$ cat src/rtl/icache_responder_if.sv
// Fetch-side and refill-side signals of the instruction cache responder.
// The slave modport is the cache; the master modport is the fetch stage plus backing memory.
interface icache_responder_if;
  logic [31:0] Instr_address_fIF;
  logic        fetch_valid;
  logic        flush;
  logic [31:0] Instr_2IF;
  logic        hit;
  logic        stall_2IF;
  logic        mem_req;
  logic [31:0] mem_addr;
  logic [31:0] mem_rdata;
  logic        mem_rvalid;

  modport master (
    output Instr_address_fIF, fetch_valid, flush, mem_rdata, mem_rvalid,
    input  Instr_2IF, hit, stall_2IF, mem_req, mem_addr
  );

  modport slave (
    input  Instr_address_fIF, fetch_valid, flush, mem_rdata, mem_rvalid,
    output Instr_2IF, hit, stall_2IF, mem_req, mem_addr
  );
endinterface

$ cat src/rtl/icache_responder.sv
// Direct-mapped instruction cache: combinational hit path, stalling line refill on a miss.
// Define ICACHE_STATS_EN to add the hit_count / miss_count statistics outputs.
module icache_responder #(
  parameter int unsigned LINES          = 16,
  parameter int unsigned WORDS_PER_LINE = 4
) (
  input logic               CLK,
  input logic               RESET,
  icache_responder_if.slave bus
`ifdef ICACHE_STATS_EN
  ,
  output logic [31:0]       hit_count,
  output logic [31:0]       miss_count
`endif
);

  localparam int unsigned CW = $clog2(WORDS_PER_LINE);
  localparam int unsigned IB = $clog2(LINES);
  localparam int unsigned OB = CW + 2;
  localparam int unsigned TW = 32 - OB - IB;

  typedef enum logic [1:0] {StIdle, StReq, StFill, StDone} state_e;

  state_e           state_q, state_d;
  logic [CW-1:0]    cnt_q, cnt_d;
  logic [31:0]      line_q, line_d;
  logic             flushed_q, flushed_d;
  logic             mem_req_q, mem_req_d;
  logic [LINES-1:0] valid_q, valid_d;

  logic [31:0]      data_q [LINES][WORDS_PER_LINE];
  logic [TW-1:0]    tag_q  [LINES];

  logic [CW-1:0]    off;
  logic [IB-1:0]    idx, fill_idx;
  logic [TW-1:0]    tag, fill_tag;
  logic             lookup_hit;
  logic             beat;
  logic             unused_addr_lo;

  assign off            = bus.Instr_address_fIF[OB-1:2];
  assign idx            = bus.Instr_address_fIF[OB+IB-1:OB];
  assign tag            = bus.Instr_address_fIF[31:OB+IB];
  assign fill_idx       = line_q[OB+IB-1:OB];
  assign fill_tag       = line_q[31:OB+IB];
  assign unused_addr_lo = ^bus.Instr_address_fIF[1:0];

  assign lookup_hit = (state_q == StIdle) && bus.fetch_valid && valid_q[idx] &&
                      (tag_q[idx] == tag);
  assign beat       = bus.mem_rvalid && ((state_q == StReq) || (state_q == StFill));

  assign bus.hit       = lookup_hit;
  assign bus.Instr_2IF = lookup_hit ? data_q[idx][off] : 32'h0000_0000;
  // Gated by RESET so the fetch stage sees no stall while reset is held.
  assign bus.stall_2IF = RESET && ((state_q != StIdle) || (bus.fetch_valid && !lookup_hit));
  assign bus.mem_req   = mem_req_q;
  assign bus.mem_addr  = line_q;

  always_comb begin
    state_d   = state_q;
    cnt_d     = cnt_q;
    line_d    = line_q;
    mem_req_d = mem_req_q;
    flushed_d = flushed_q;
    valid_d   = valid_q;

    case (state_q)
      StIdle: begin
        if (bus.fetch_valid && !lookup_hit) begin
          line_d    = {bus.Instr_address_fIF[31:OB], {OB{1'b0}}};
          cnt_d     = '0;
          mem_req_d = 1'b1;
          state_d   = StReq;
        end
      end
      StReq: begin
        if (bus.mem_rvalid) begin
          mem_req_d = 1'b0;
          cnt_d     = cnt_q + 1'b1;
          state_d   = StFill;
        end
      end
      StFill: begin
        if (bus.mem_rvalid) begin
          cnt_d = cnt_q + 1'b1;
          if (cnt_q == CW'(WORDS_PER_LINE - 1)) state_d = StDone;
        end
      end
      StDone:  state_d = StIdle;
      default: state_d = StIdle;
    endcase

    // A flush seen while a refill is in flight must keep that line invalid.
    if (state_q == StDone) begin
      flushed_d = 1'b0;
    end else if (bus.flush && (state_q != StIdle)) begin
      flushed_d = 1'b1;
    end

    if (bus.flush) begin
      valid_d = '0;
    end else if ((state_q == StDone) && !flushed_q) begin
      valid_d[fill_idx] = 1'b1;
    end
  end

  always_ff @(posedge CLK or negedge RESET) begin
    if (!RESET) begin
      state_q   <= StIdle;
      cnt_q     <= '0;
      line_q    <= '0;
      mem_req_q <= 1'b0;
      flushed_q <= 1'b0;
      valid_q   <= '0;
    end else begin
      state_q   <= state_d;
      cnt_q     <= cnt_d;
      line_q    <= line_d;
      mem_req_q <= mem_req_d;
      flushed_q <= flushed_d;
      valid_q   <= valid_d;
    end
  end

  // Storage arrays carry no reset; the valid bits alone qualify their contents.
  always_ff @(posedge CLK) begin
    if (beat) data_q[fill_idx][cnt_q] <= bus.mem_rdata;
    if (state_q == StDone) tag_q[fill_idx] <= fill_tag;
  end

`ifdef ICACHE_STATS_EN
  logic [31:0] hit_cnt_q, hit_cnt_d;
  logic [31:0] miss_cnt_q, miss_cnt_d;

  always_comb begin
    hit_cnt_d  = hit_cnt_q;
    miss_cnt_d = miss_cnt_q;
    if (lookup_hit) hit_cnt_d = hit_cnt_q + 32'd1;
    if ((state_q == StIdle) && (state_d == StReq)) miss_cnt_d = miss_cnt_q + 32'd1;
  end

  always_ff @(posedge CLK or negedge RESET) begin
    if (!RESET) begin
      hit_cnt_q  <= '0;
      miss_cnt_q <= '0;
    end else begin
      hit_cnt_q  <= hit_cnt_d;
      miss_cnt_q <= miss_cnt_d;
    end
  end

  assign hit_count  = hit_cnt_q;
  assign miss_count = miss_cnt_q;
`endif

endmodule

$ cat src/flat_wrapper.sv
// flat-port wrapper written by rule: the top's interface ports become plain ports
module icache_responder_flat 
#(
  parameter int unsigned LINES          = 16,
  parameter int unsigned WORDS_PER_LINE = 4
)
  (CLK, RESET, bus_Instr_address_fIF, bus_fetch_valid, bus_flush, bus_mem_rdata, bus_mem_rvalid, bus_Instr_2IF, bus_hit, bus_stall_2IF, bus_mem_req, bus_mem_addr);
  icache_responder_if bus_i ();
  input logic CLK;
  input logic RESET;
  input wire logic [$bits(bus_i.Instr_address_fIF)-1:0] bus_Instr_address_fIF;
  input wire logic [$bits(bus_i.fetch_valid)-1:0] bus_fetch_valid;
  input wire logic [$bits(bus_i.flush)-1:0] bus_flush;
  input wire logic [$bits(bus_i.mem_rdata)-1:0] bus_mem_rdata;
  input wire logic [$bits(bus_i.mem_rvalid)-1:0] bus_mem_rvalid;
  output wire logic [$bits(bus_i.Instr_2IF)-1:0] bus_Instr_2IF;
  output wire logic [$bits(bus_i.hit)-1:0] bus_hit;
  output wire logic [$bits(bus_i.stall_2IF)-1:0] bus_stall_2IF;
  output wire logic [$bits(bus_i.mem_req)-1:0] bus_mem_req;
  output wire logic [$bits(bus_i.mem_addr)-1:0] bus_mem_addr;
  assign bus_i.Instr_address_fIF = bus_Instr_address_fIF;
  assign bus_i.fetch_valid = bus_fetch_valid;
  assign bus_i.flush = bus_flush;
  assign bus_i.mem_rdata = bus_mem_rdata;
  assign bus_i.mem_rvalid = bus_mem_rvalid;
  assign bus_Instr_2IF = bus_i.Instr_2IF;
  assign bus_hit = bus_i.hit;
  assign bus_stall_2IF = bus_i.stall_2IF;
  assign bus_mem_req = bus_i.mem_req;
  assign bus_mem_addr = bus_i.mem_addr;
  icache_responder #(.LINES(LINES), .WORDS_PER_LINE(WORDS_PER_LINE)) u_core (.CLK(CLK), .RESET(RESET), .bus(bus_i));
endmodule
$ cat config.mk
export PLATFORM = sky130hd
export DESIGN_NAME = icache_responder_flat
export DESIGN_NICKNAME = d
export VERILOG_FILES = /design/src/rtl/icache_responder_if.sv /design/src/rtl/icache_responder.sv /design/src/flat_wrapper.sv
export SDC_FILE = /design/constraint.sdc
export NUM_CORES = 2
export LEC_CHECK = 0
export CELL_PAD_IN_SITES_DETAIL_PLACEMENT = 1
export CELL_PAD_IN_SITES_GLOBAL_PLACEMENT = 1
export CORE_ASPECT_RATIO = 1.25
export CORE_MARGIN = 1.5
export CORE_UTILIZATION = 63
export CTS_BUF_LIST = sky130_fd_sc_hd__clkbuf_4 sky130_fd_sc_hd__clkbuf_8
export DETAILED_ROUTE_END_ITERATION = 8
export MAX_ROUTING_LAYER = met4
export PLACE_DENSITY_LB_ADDON = 0.05
export REMOVE_ABC_BUFFERS = 1
export SYNTH_ARGS = -nofsm -noshare
export SYNTH_HDL_FRONTEND = slang
export SYNTH_SLANG_ARGS = --single-unit
$ cat constraint.sdc
create_clock -name CLK -period 20.4 [get_ports CLK]
set_input_delay 5.1 -clock CLK [delete_from_list [all_inputs] [get_ports CLK]]
set_output_delay 5.1 -clock CLK [all_outputs]
set_load 0.005 [all_outputs]
==> reports/qor.csv <==
stage,metric,value,unit
floorplanning,design.core.area,150200,sq um
grt,largest_net_degree_at_the_start_of_global_routing,147,
floorplanning,row_count,159,
synthesis,synthAdderAreaFrac,0.1050,%
synthesis,synth.ff_latch_count,2482,
cts,root_buffer,sky130_fd_sc_hd__clkbuf_8,
run,cap_violations,0,
power_and_ir_drop,power_density,103.0,nW/um^2
critical_path,cp_num_buf_inv,4,
floorplanning,starting_density,63.50,%
grt,antenna_found_initial,12,
synthesis,synth_top_area_share,76.57,%
synthesis,yosys.area.top_type,sky130_fd_sc_hd__edfxtp_1,
detailed_routing,postRouteWirelength,240700,um
critical_path,worstPathCellList,buf_8 -> buf_4 -> mux4_2 -> nor2b_1 -> a211oi_1 -> a21oi_1 -> xor2_1 -> or4_1 -> or3_2 -> buf_4 -> a311oi_1 -> clkdlybuf4s50_1,
critical_path,crit_top_cell,sky130_fd_sc_hd__buf_4,
placed_design,placement.io_buffers,129,
timing,final-hold-violation-count,0,
detailed_routing,wl_per_cell,36.39,um
grt,globalRoute.totalOverflow,0,
grt,grt_util_all_layers,33.42,%
timing,max_slew_margin,18.97,%
detailed_routing,via_count_of_the_routed_design,45160,
final_layout,fill_cells,11120,
detailed_routing,detail_route.drc_violations,0,
timing,layout_setup_ws,4.242,ns
critical_path,worst_endpoint_data_arrival_time,11.06,ns
placed_design,placer_s_final_routability_congestion_estimate,0.8421,
detailed_routing,drt.antenna.violating_nets,0,
cts,clk_pin_slew_worst_paths,0.06,ns
final_layout,final_common_cell,sky130_fd_sc_hd__edfxtp_1,
cts,post_cts_resize_count,0,
synthesis,yosys_cell_types,53,
timing,worstMarginPinSlew,1.215,ns
cts,postCtsHoldBufs,0,
detailed_routing,drtPass1Iterations,7,
critical_path,type_of_destination_of_the_critical_path,output port,
critical_path,timing.critical_path.required,15.30,ns
grt,grt_pass1_vias,48230,
floorplanning,floorplan.die_area,153700,sq um
detailed_routing,vias_per_cell,6.828,
synthesis,synth_flop_cell,sky130_fd_sc_hd__edfxtp_1,
grt,grt_pass1_wl,345900,um
cts,number_of_buffers_created_by_cts,376,
synthesis,postSynth.asyncResetShare,2.015,%
synthesis,ys.warnings.count,0,
synthesis,synth_top_family_by_area,multiplexers,
floorplanning,io_pins,136,
cts,worst_skew_pair.late_latency,1.07,ns
synthesis,synth-xor-area-share,0.2847,%
timing,rsz_0062_raised_after_global_routing,no,
synthesis,edff_count_synth,2432,
synthesis,post_synth_and_or_nand_nor_area_fraction,1.017,%
timing,setup_viol,0,
critical_path,max_stage_delay,0.92,ns
timing,final-max-slew-violation-count,0,
cts,clkSinkCount,2482,
synthesis,synth_compound_area_share,0.7543,%
placed_design,dp_worst_setup_slack,4.257,ns
critical_path,path_delay_family,buffers and inverters,
timing,fin_tns_setup,0,ns
final_layout,final_cell_mix,"sky130_fd_sc_hd__edfxtp_1 (2432), sky130_fd_sc_hd__mux4_2 (747), sky130_fd_sc_hd__clkbuf_8 (394)",
detailed_routing,initialDrtViolationCount,5062,
synthesis,mux_cell_area_share_after_synthesis,18.82,%
timing,max_freq,61.89,MHz
cts,tritoncts_clock_tree,built,
critical_path,criticalPathCategory,input pin to output port,
final_layout,nets,4387,
synthesis,synthTopCellsByArea,"sky130_fd_sc_hd__edfxtp_1 (77%), sky130_fd_sc_hd__mux4_2 (18%), sky130_fd_sc_hd__dfrtp_1 (1.3%), sky130_fd_sc_hd__mux2i_1 (0.54%), sky130_fd_sc_hd__clkbuf_1 (0.44%)",
critical_path,critical_path.max_fanout,85,
placed_design,dp.final_hpwl,128300,um
power_and_ir_drop,leakagePower,33.45,nW
floorplanning,die_height,438.0,um
timing,layout_worst_path_cycle_share,79.21,%
cts,ctsLongestPathBuffers,4,
floorplanning,chipWidth,351.0,um
final_layout,final_layout_size_suffix_gt1_share,34.41,%
final_layout,area_delta_synth_final,11.94,%
cts,h_tree_depth_reported_by_cts,5,
cts,cts.repair_timing.setup_buffer_count,0,
critical_path,crit_path_start_kind,input pin,
synthesis,syn_area,95370,sq um
timing,post-route-min-period,16.16,ns
synthesis,seq_area_frac_synth,77.88,%
outcome,status,completed,
synthesis,syn_avg_cell_area,24.44,sq um
timing,finClkSkew,0.06186,ns
critical_path,crit_path_top_delay_cell,sky130_fd_sc_hd__buf_4,
power_and_ir_drop,power.ir.vdd_worst,0.00009145,V
worst_hold_path,worst_hold_path_type,register to register,
synthesis,netlist_instances,3903,
## stage by stage
step	cells	hold slack, ns	area (sq um)	power [W]	util (%)
4_1_cts	6604	0.4995	106700	0.01106	71.07
3_3_place_gp	5944	0.4731	99530	0.007017	66.27
6_report	6614	0.5010	106800	0.01100	71.08
2_1_floorplan	3687	0.4573	94360	0.006538	-
3_5_place_dp	5944	0.4854	99530	0.007099	66.27
5_1_grt	6612	0.5233	106800	0.01131	71.08
## flip-flops by register name, summed over array words and instances, names as in the netlist
name	flops
u_core.tag_q	384
u_core.bus.mem_addr	28
u_core.flushed_q	1
u_core.cnt_q	2
u_core.bus.mem_req	1
u_core.data_q	2048
u_core.state_q	2
u_core.valid_q	16
## layer usage
metal  track usage, %  up-vias  share of wire, %
met4            11.38        0               3.2
met2            53.76     2498                52
met3            6.103      503               7.8
li1                 -    17710                 -
met1            43.87    24450                37
met5                -        -                 0
## cells in the mapped netlist, types with 2 or more instances
cell type,n
sky130_fd_sc_hd__a211oi_1,27
sky130_fd_sc_hd__a21oi_1,10
sky130_fd_sc_hd__a221oi_1,3
sky130_fd_sc_hd__a2bb2oi_1,2
sky130_fd_sc_hd__a311oi_1,15
sky130_fd_sc_hd__a31oi_1,11
sky130_fd_sc_hd__a41oi_1,7
sky130_fd_sc_hd__and2_1,5
sky130_fd_sc_hd__buf_1,13
sky130_fd_sc_hd__buf_12,2
sky130_fd_sc_hd__buf_2,74
sky130_fd_sc_hd__buf_4,12
sky130_fd_sc_hd__buf_6,5
sky130_fd_sc_hd__clkbuf_1,113
sky130_fd_sc_hd__clkinv_1,3
sky130_fd_sc_hd__dfrtp_1,50
sky130_fd_sc_hd__edfxtp_1,2432
sky130_fd_sc_hd__ha_1,8
sky130_fd_sc_hd__inv_1,10
sky130_fd_sc_hd__mux2_2,9
sky130_fd_sc_hd__mux2_4,20
sky130_fd_sc_hd__mux2i_1,51
sky130_fd_sc_hd__mux4_1,8
sky130_fd_sc_hd__mux4_2,747
sky130_fd_sc_hd__nand2_1,44
sky130_fd_sc_hd__nand3_1,13
sky130_fd_sc_hd__nand4_1,4
sky130_fd_sc_hd__nor2_1,108
sky130_fd_sc_hd__nor2b_1,36
sky130_fd_sc_hd__nor3_1,2
sky130_fd_sc_hd__o21ai_0,4
sky130_fd_sc_hd__o22ai_1,3
sky130_fd_sc_hd__o31ai_1,2
sky130_fd_sc_hd__or3_1,2
sky130_fd_sc_hd__xnor2_1,16
sky130_fd_sc_hd__xor2_1,15
## final timing paths
kind	cells past startpoint	end	startpoint	slack, ns
max	12	bus_Instr_2IF[21]	bus_Instr_address_fIF[5]	4.24
min reg2reg	2	u_core.valid_q[0]$_DFFE_PN0P_	u_core.valid_q[0]$_DFFE_PN0P_	0.50
max reg2reg	10	u_core.bus.mem_addr[23]$_DFFE_PN0P_	u_core.tag_q[15][4]$_DFFE_PP_	16.12
min in group asynchronous	2	u_core.bus.mem_addr[14]$_DFFE_PN0P_	RESET	4.29
min	2	u_core.valid_q[0]$_DFFE_PN0P_	u_core.valid_q[0]$_DFFE_PN0P_	0.50
max in group asynchronous	2	u_core.bus.mem_addr[17]$_DFFE_PN0P_	RESET	15.53
## final cells by class
class                   instances  area (sq um)  area share (%)
inverters                      14         60.06         0.05625
clock buffers                 491          6151           5.761
diodes                         10         25.02         0.02344
clock inverters               169          1060          0.9926
flip-flops and latches       2482         74280           69.57
multi-input cells            1191         20640           19.33
well taps                    2012          2517           2.358
repair buffers                245          2033           1.904
## logic make-up (layout without fill, tap and decap cells)
family | count (synthesis) | after routing
compound gates | 96 | 96
mux | 835 | 835
xor+xnor | 31 | 31
fa+ha+maj | 8 | 8
buf+inv | 233 | 919
simple gates | 217 | 217
flops | 2482 | 2482
other cells | 1 | 14
## worst min-delay path, cell delays in order (launching register included)
cell and delay, ns:
sky130_fd_sc_hd__dfrtp_1 0.34, sky130_fd_sc_hd__a31oi_1 0.04, sky130_fd_sc_hd__nor2_1 0.08
## where the power goes
part	internal [W]	switching [W]
Sequential	0.00590	0.000169
Clock	0.00212	0.00188
Combinational	0.000359	0.000565
(Power assumes the default switching activity.)
